**src/rtl/inst_encoder.sv**
```systemverilog
// Instruction encoder: packs register/immediate fields into a 32-bit word by format,
// range-checks the immediate and delivers words through a 2-entry output FIFO.
`ifndef R_TYPE
`define R_TYPE 3'd0
`define I_TYPE 3'd1
`define S_TYPE 3'd2
`define B_TYPE 3'd3
`define J_TYPE 3'd4
`endif

module inst_encoder #(
    parameter int CNT_W = 16
) (
    input  logic             clk,
    input  logic             rst_n,
    input  logic             in_valid,
    output logic             in_ready,
    input  logic [2:0]       imm_type,
    input  logic [6:0]       opcode,
    input  logic [2:0]       funct3,
    input  logic [6:0]       funct7,
    input  logic [4:0]       rd,
    input  logic [4:0]       rs1,
    input  logic [4:0]       rs2,
    input  logic [31:0]      imm,
    output logic             out_valid,
    input  logic             out_ready,
    output logic [31:0]      out_inst,
    output logic             out_err,
    output logic [CNT_W-1:0] enc_count,
    output logic [7:0]       err_count
);

    // True when the top bits are a pure sign extension (all zeros or all ones).
    function automatic logic uniform21(input logic [20:0] v);
        return (v == {21{1'b0}}) || (v == {21{1'b1}});
    endfunction

    function automatic logic uniform13(input logic [12:0] v);
        return (v == {13{1'b0}}) || (v == {13{1'b1}});
    endfunction

    logic [1:0]       count_q, count_d;
    logic             wr_ptr_q, wr_ptr_d;
    logic             rd_ptr_q, rd_ptr_d;
    logic [1:0][31:0] inst_mem_q, inst_mem_d;
    logic [1:0]       err_mem_q, err_mem_d;
    logic             ready_en_q, ready_en_d;
    logic [CNT_W-1:0] enc_count_q, enc_count_d;
    logic [7:0]       err_count_q, err_count_d;
    logic [31:0]      enc_inst_s;
    logic             enc_err_s;
    logic             push_s;
    logic             pop_s;

    // Format-dependent packing and immediate range check of the current request.
    always_comb begin
        enc_inst_s = 32'h0;
        enc_err_s  = 1'b0;
        case (imm_type)
            `R_TYPE: begin
                enc_inst_s = {funct7, rs2, rs1, funct3, rd, opcode};
                enc_err_s  = 1'b0;
            end
            `I_TYPE: begin
                enc_inst_s = {imm[11:0], rs1, funct3, rd, opcode};
                enc_err_s  = !uniform21(imm[31:11]);
            end
            `S_TYPE: begin
                enc_inst_s = {imm[11:5], rs2, rs1, funct3, imm[4:0], opcode};
                enc_err_s  = !uniform21(imm[31:11]);
            end
            `B_TYPE: begin
                enc_inst_s = {imm[11], imm[9:4], rs2, rs1, funct3, imm[3:0], imm[10], opcode};
                enc_err_s  = !uniform21(imm[31:11]);
            end
            `J_TYPE: begin
                enc_inst_s = {imm[19], imm[9:0], imm[10], imm[18:11], rd, opcode};
                enc_err_s  = !uniform13(imm[31:19]);
            end
            default: begin
                enc_inst_s = 32'h0;
                enc_err_s  = 1'b1;
            end
        endcase
    end

    // Handshake: a full FIFO still accepts when the head leaves in the same cycle.
    always_comb begin
        out_valid = (count_q != 2'd0);
        pop_s     = out_valid && out_ready;
        in_ready  = ready_en_q && ((count_q != 2'd2) || out_ready);
        push_s    = in_valid && in_ready;
        out_inst  = inst_mem_q[rd_ptr_q];
        out_err   = err_mem_q[rd_ptr_q];
        enc_count = enc_count_q;
        err_count = err_count_q;
    end

    // FIFO pointers, storage and delivery counters next state.
    always_comb begin
        ready_en_d  = 1'b1;
        count_d     = count_q;
        wr_ptr_d    = wr_ptr_q;
        rd_ptr_d    = rd_ptr_q;
        inst_mem_d  = inst_mem_q;
        err_mem_d   = err_mem_q;
        enc_count_d = enc_count_q;
        err_count_d = err_count_q;

        if (push_s) begin
            inst_mem_d[wr_ptr_q] = enc_inst_s;
            err_mem_d[wr_ptr_q]  = enc_err_s;
            wr_ptr_d             = !wr_ptr_q;
        end else begin
            wr_ptr_d = wr_ptr_q;
        end

        if (pop_s) begin
            rd_ptr_d    = !rd_ptr_q;
            enc_count_d = enc_count_q + {{(CNT_W-1){1'b0}}, 1'b1};
            if (out_err && (err_count_q != 8'hFF)) begin
                err_count_d = err_count_q + 8'd1;
            end else begin
                err_count_d = err_count_q;
            end
        end else begin
            rd_ptr_d = rd_ptr_q;
        end

        if (push_s && !pop_s) begin
            count_d = count_q + 2'd1;
        end else if (pop_s && !push_s) begin
            count_d = count_q - 2'd1;
        end else begin
            count_d = count_q;
        end
    end

    // State registers; reset clears buffered words so out_inst reads zero.
    always_ff @(posedge clk or negedge rst_n) begin
        if (!rst_n) begin
            ready_en_q  <= 1'b0;
            count_q     <= 2'd0;
            wr_ptr_q    <= 1'b0;
            rd_ptr_q    <= 1'b0;
            inst_mem_q  <= {2{32'h0}};
            err_mem_q   <= 2'b00;
            enc_count_q <= {CNT_W{1'b0}};
            err_count_q <= 8'd0;
        end else begin
            ready_en_q  <= ready_en_d;
            count_q     <= count_d;
            wr_ptr_q    <= wr_ptr_d;
            rd_ptr_q    <= rd_ptr_d;
            inst_mem_q  <= inst_mem_d;
            err_mem_q   <= err_mem_d;
            enc_count_q <= enc_count_d;
            err_count_q <= err_count_d;
        end
    end

endmodule

```
**config.mk**
```make
export PLATFORM = sky130hd
export DESIGN_NAME = inst_encoder
export DESIGN_NICKNAME = d
export VERILOG_FILES = /design/src/rtl/inst_encoder.sv
export SDC_FILE = /design/constraint.sdc
export NUM_CORES = 1
export LEC_CHECK = 0
export ABC_CLOCK_PERIOD_IN_PS = 1930
export CORE_MARGIN = 3
export CORE_UTILIZATION = 49
export CTS_CLUSTER_DIAMETER = 40
export DETAILED_ROUTE_END_ITERATION = 8
export PLACE_DENSITY = 0.81
export SLEW_MARGIN = 5
export SYNTH_ARGS = -nofsm -noshare
export SYNTH_HDL_FRONTEND = slang
export SYNTH_SLANG_ARGS = --single-unit
```
**constraint.sdc**
```tcl
create_clock -name clk -period 1.93 [get_ports clk]
set_input_delay 0.386 -clock clk [delete_from_list [all_inputs] [get_ports clk]]
set_output_delay 0.386 -clock clk [all_outputs]
set_load 0.02 [all_outputs]
```
==> results by group, run 1 <==
Power and ir drop
  • Cell Pwr Density: 1300 nW/µm²
  • Worst IR Drop VDD: 0.770 mV
  • Static Leak: 2.97 nW

Die
  • Chip width: 105 µm
  • DIE HEIGHT: 105 µm
  • Ports: 130
  • Rows: 35
  • Die area: 11,100 µm²
  • Area of the core: 9420 µm²
  • Initial Util: 0.514

Worst setup path
  • Worst setup path start: rd_ptr_q
  • WP buf/inv: 2
  • CP Class: register to output pin
  • Max incr delay on CP: 420 ps
  • CP Data Required Time: 1540 ps
  • CP max-delay cell: dfrtp_2
  • Largest delay share family, worst path: buffers and inverters
  • Worst-path maximum fanout: 20
  • Reg-to-reg setup timing slack: 170 ps
  • CP startpoint kind: register
  • RR Startpoint: count_q[0]
  • CP Capture Type: output pin
  • Reg2reg path depth: 9
  • WP data arrival: 1580 ps
  • RR Endpoint: count_q[1]
  • Critical Path End: out_inst[25]
  • Critical Path, Cell by Cell: buf_12 -> mux2_2 -> clkdlybuf4s15_2
  • CP Depth: 3

Timing
  • PnR worst setup slack: -37.6 ps
  • Final Setup Violations: 1
  • Final hold vios: 0
  • Setup repair after global routing missed its margin: true
  • Max Freq: 0.508 GHz
  • Final worst-path cycle share: 1.02
  • Clock period minus worst slack: 1970 ps
  • Final slew viol count: 0
  • Hold WS: 482 ps
  • Setup Skew: 13.1 ps

Synth
  • Adder-cell area share of the yosys netlist: 0.00775
  • Synth Area in Compound Gates: 0.128
  • Syn. warnings: 0
  • Post-synth EDFFs: 0
  • Post-synth top area cell: dfrtp_1
  • Synth Area in XOR/XNOR: 0.0488
  • Post-synth top flop: dfrtp_1
  • Synth top cells by count: dfrtp_1 (95), nand2_1 (87), mux2_2 (43)
  • Top cells by area, synth: dfrtp_1 (49%), mux2_2 (10%), nand2_1 (6.7%)
  • Yosys reg bits: 95
  • Share of the synthesized area in the top cell type: 0.491
  • Largest family of logic cells by synthesized area: simple AND/OR/NAND/NOR gates
  • Post-Syn Instances: 485
  • Mux contribution to synthesized area: 0.122
  • Top-count cell post-synth: dfrtp_1
  • Seq/Total Area, Yosys: 0.491
  • Syn Std Cell Area: 4840 µm²
  • Synth Area in Simple Gates: 0.164
  • Avg Cell Area, Syn: 9.98 µm²
  • Library cells used by synthesis: 50
  • Fraction of registers with async set/reset: 1.00
  • Syn_nets: 559

Clocking
  • Worst-Skew Late Latency: 350 ps
  • Clock Sinks: 95
  • Root Buffer: clkbuf_8
  • H-Tree Level Count: 3
  • Clock transition at the registers of the reported paths: 90 ps
  • Maximum buffer depth of the clock tree: 2
  • CTS tree: yes
  • CTS Buf Count: 9

Detailed routing
  • DR iter-0 viols: 133
  • Vias: 4,054
  • Wire per inst: 16.4 µm
  • # DRC: 0
  • DRT Pass-1 Iters: 4
  • Final wirelength: 12.7 mm
  • Routed Antenna Nets: 0
  • DR vias/cell: 5.24

Global route
  • First-pass GRT wire length: 20.6 mm
  • Largest net degree at the start of global routing: 57
  • Initial antenna violation count: 0
  • All-Layer GR Usage: 0.231
  • Vias in the first global route: 4,165
  • Congestion Overflow GR: 0

Run
  • MaxCap Viol Count: 0

Finish
  • Ant diodes: 0
  • Layout overhead on the synthesized area: 35.8%
  • Finished Layout Cells: 773
  • Nets: 713
  • Layout cell share with drive strength beyond 1: 0.233
  • Final instance area: 6580 µm²

Placed design
  • Dpl hpwl: 9.66 mm
  • Area after DPL: 6500 µm²
  • # port buffers: 129
  • # placed instances: 755
  • Routability Congestion: 0.846

Status
  • Failing checks: setup timing
  • Status: finished with violations

Min path
  • Hold Path Class: register to register
==> layout by cell type, fill, tap and decap left out, types with 19 or more instances in the layout <==
cell and instances:
o21ai_1 23, nor2_1 23, buf_4 38, dfrtp_1 93, nand2_1 87, mux2_2 43
a21oi_1 27, clkdlybuf4s50_1 93, buf_2 19, o21ai_0 38
==> layer usage <==
metal,global-route usage,part of all wire
met3,0.0361,0.045
met1,0.300,0.42
met5,0,0
met4,0.0722,0.027
met2,0.397,0.51
==> per-stage QoR <==
stage / setup WS, ps / setup TNS (ps) / util / power, mW
2_1_floorplan: 268 / 0 / - / 5.69
3_3_place_gp: -144 / -1250 / 0.691 / 7.54
3_5_place_dp: -176 / -2600 / 0.691 / 7.72
4_1_cts: -143 / -1890 / 0.700 / 8.60
5_1_grt: -84.8 / -262 / 0.698 / 9.12
6_report: -37.6 / -37.6 / 0.698 / 8.57
==> timing repair <==
item,CTS,global route
gates cloned,0,0
gates resized for setup,92,43
endpoints found under the setup margin,35,28
hold buffers,1,0
setup buffers,0,1
hold endpoints to repair,26,0
==> how the worst min path moves through the flow <==
stage / slack (ps) / startpoint / cells past startpoint / end
2_1_floorplan: 90 / rst_n / 0 / count_q[0]
6_report: 480 / inst_mem_q[6] / 2 / inst_mem_q[6]
4_1_cts: 490 / inst_mem_q[63] / 2 / inst_mem_q[63]
3_5_place_dp: 380 / rst_n / 1 / enc_count[15]
5_1_grt: 510 / inst_mem_q[18] / 2 / inst_mem_q[18]
3_3_place_gp: 380 / rst_n / 1 / enc_count[15]
==> cell families (layout without fill, tap and decap cells) <==
group	count (synthesis)	count (layout)
compound gates	110	110
xor+xnor	27	27
fa+ha+maj	3	3
buf+inv	34	193
flops	95	95
mux	53	53
other cells	1	1
simple gates	162	162
==> final cells by class <==
type,instances,area [µm²]
Inverter,7,26.3
Tap cell,129,161
Multi-Input combinational cell,356,2280
Clock buffer,10,138
Fill cell,709,2840
Sequential cell,95,2380
Timing Repair Buffer,170,1540
Clock inverter,6,51.3
==> report_power, final <==
group / switching, mW / internal, mW / leakage, nW
Sequential: 0.567 / 2.78 / 1.22
Clock: 0.730 / 0.520 / 0.0870
Combinational: 2.09 / 1.88 / 1.66
==> worst reg2reg max path, cell delays in order, from the launching register on <==
cell and delay [ps]:
dfrtp_1 440, nor2_1 170, a21boi_2 90, buf_4 160, nand2_1 140, inv_1 70, ha_1 210, xor2_1 140
nor2_1 110, xor2_1 170
==> registers in the layout, summed over array words and instances (netlist names) <==
register and count:
inst_mem_q 64, enc_count 16, err_count 8, count_q 2
err_mem_q 2, rd_ptr_q 1, ready_en_q 1, wr_ptr_q 1
(Power assumes the default switching activity.)
==> run 2: changes to the inputs <==
--- a/config.mk
+++ b/config.mk
@@ -9,6 +9,7 @@
 export CORE_MARGIN = 3
 export CORE_UTILIZATION = 49
 export CTS_CLUSTER_DIAMETER = 40
+export CTS_CLUSTER_SIZE = 20
 export DETAILED_ROUTE_END_ITERATION = 8
 export PLACE_DENSITY = 0.81
 export SLEW_MARGIN = 5
==> results of run 2 <==
Same layout as run 1: the final DEF is identical, and so are final timing and power.
==> run 3: changes to the inputs <==
--- a/config.mk
+++ b/config.mk
@@ -12,6 +12,7 @@
 export CTS_CLUSTER_SIZE = 20
 export DETAILED_ROUTE_END_ITERATION = 8
 export PLACE_DENSITY = 0.81
+export SKIP_LAST_GASP = 1
 export SLEW_MARGIN = 5
 export SYNTH_ARGS = -nofsm -noshare
 export SYNTH_HDL_FRONTEND = slang
==> run 3 against run 2 <==
Critical path type unchanged. Die area unchanged. Critical path depth increased by 1. Sequential share of layout area decreased by 0.72 points. Wire length increased by 1.0%. The flow still finishes with violations (setup timing). Clock power about the same. Largest power group unchanged. Largest cell class unchanged. Core utilization increased by 1.4 points.
==> results by group, run 3 (synthesized netlist as in run 1, its figures left out) <==
Worst setup path
  • CP startpoint kind: register
  • Worst-path maximum fanout: 5
  • RR Startpoint: count_q[0]
  • CP Data Required Time: 1540 ps
  • CP Capture Type: output pin
  • Worst setup path start: rd_ptr_q
  • Reg2reg path depth: 9
  • RR Endpoint: count_q[1]
  • CP Class: register to output pin
  • Reg-to-reg setup timing slack: 150 ps
  • WP data arrival: 1620 ps

Detailed routing
  • Vias: 4,095
  • DR vias/cell: 5.25
  • Final wirelength: 12.8 mm
  • Wire per inst: 16.4 µm
  • DR iter-0 viols: 143
  • # DRC: 0
  • Routed Antenna Nets: 0
  • DRT Pass-1 Iters: 4

Timing
  • Final slew viol count: 0
  • Fin Setup TNS: -618 ps
  • Max Freq: 0.498 GHz
  • Final worst-path cycle share: 1.04
  • Setup Skew: 13.6 ps
  • Final Setup Violations: 12
  • PnR worst setup slack: -76.0 ps
  • Setup repair after global routing missed its margin: true
  • Final hold vios: 0
  • Clock period minus worst slack: 2010 ps

Clocking
  • Clock Sinks: 95
  • H-Tree Level Count: 3
  • Clock transition at the registers of the reported paths: 100 ps
  • CTS Buf Count: 9
  • Worst-Skew Late Latency: 360 ps
  • CTS tree: yes
  • Root Buffer: clkbuf_8
  • Maximum buffer depth of the clock tree: 2

Global route
  • All-Layer GR Usage: 0.231
  • Congestion Overflow GR: 0
  • Largest net degree at the start of global routing: 57
  • Initial antenna violation count: 0
  • First-pass GRT wire length: 20.6 mm
  • Vias in the first global route: 4,160

Placed design
  • Dpl hpwl: 9.66 mm
  • Routability Congestion: 0.846
  • Area after DPL: 6500 µm²
  • # port buffers: 129

Die
  • Die area: 11,100 µm²
  • Ports: 130
  • Rows: 35
  • Initial Util: 0.514
  • Area of the core: 9420 µm²
  • Chip width: 105 µm
  • DIE HEIGHT: 105 µm

Finish
  • Final instance area: 6710 µm²
  • Nets: 720
  • Ant diodes: 0
  • # fillers: 689
  • Layout overhead on the synthesized area: 38.6%
  • Most frequent cells in the layout: dfrtp_1 (93), clkdlybuf4s50_1 (93), nand2_1 (87), buf_4 (40), o21ai_0 (38)
  • Layout cell share with drive strength beyond 1: 0.241
  • Largest register FFs: 64
  • Top reg by flops: inst_mem_q

Power and ir drop
  • Worst IR Drop VDD: 0.850 mV
  • Static Leak: 3.04 nW
  • Cell Pwr Density: 1330 nW/µm²

Status
  • Status: finished with violations
  • Failing checks: setup timing

Min path
  • Hold Path Class: register to register
  • Worst Min Path Start: inst_mem_q[6]
  • Hold EP: inst_mem_q[6]
  • Hold Path Depth: 2

Run
  • MaxCap Viol Count: 0
-- run 3: changes by cell type in the layout (fill, tap and decap cells not counted) --
cell,previous run,this run
buf_12,6,8
buf_2,19,6
buf_4,38,40
buf_6,1,7
buf_8,1,0
clkbuf_16,0,1
clkbuf_2,8,19
clkdlybuf4s15_2,1,0
mux2_2,43,37
mux2_4,1,7
-- run 3: stage by stage --
step / total power [mW] / std cells / hold WS [ps] / util / setup WS [ps]
3_3_place_gp: 7.54 / 755 / 376 / 0.691 / -144
2_1_floorplan: 5.69 / 485 / 90.4 / - / 268
5_1_grt: 9.47 / 780 / 513 / 0.713 / -111
3_5_place_dp: 7.72 / 755 / 382 / 0.691 / -176
4_1_cts: 8.65 / 772 / 487 / 0.707 / -166
6_report: 8.91 / 780 / 482 / 0.713 / -76.0
-- run 3: routing by layer --
layer,global-route usage,part of all wire
met3,0.0349,0.043
met1,0.300,0.42
met5,0,0
met4,0.0722,0.026
met2,0.397,0.51
-- run 3: timing repair --
action | CTS | global route
hold buffers | 1 | 0
pin swaps | 0 | 0
gates resized for setup | 35 | 102
setup buffers | 0 | 6
hold endpoints to repair | 26 | 0
gates cloned | 0 | 2
setup endpoints to repair | 35 | 34
-- run 3: worst max-delay path by stage --
stage	endpoint	depth (start not counted)
floorplan	count_q[1]	8
global placement	in_ready	4
detailed placement	count_q[1]	9
CTS	out_inst[26]	3
global route	out_inst[31]	4
finish	out_inst[19]	4
-- run 3: layout make-up --
cell class | instances | area (µm²) | area share
Timing Repair Buffer | 177 | 1650 | 0.246
Sequential cell | 95 | 2380 | 0.355
Inverter | 7 | 26.3 | 0.00392
Tap cell | 129 | 161 | 0.0241
Clock inverter | 6 | 51.3 | 0.00765
Multi-Input combinational cell | 356 | 2300 | 0.344
Clock buffer | 10 | 138 | 0.0205
-- run 3: power breakdown --
group          total, mW  internal (mW)  switching [mW]
sequential          3.37           2.78           0.589
combinational       4.30           2.14            2.15
clock               1.25          0.520           0.730
total               8.91           5.44            3.47
-- run 3: critical path, cell delays in order (launching register included) --
cell and delay, ps:
dfrtp_2 490, buf_4 150, clkbuf_16 130, mux2_2 330
buf_2 160
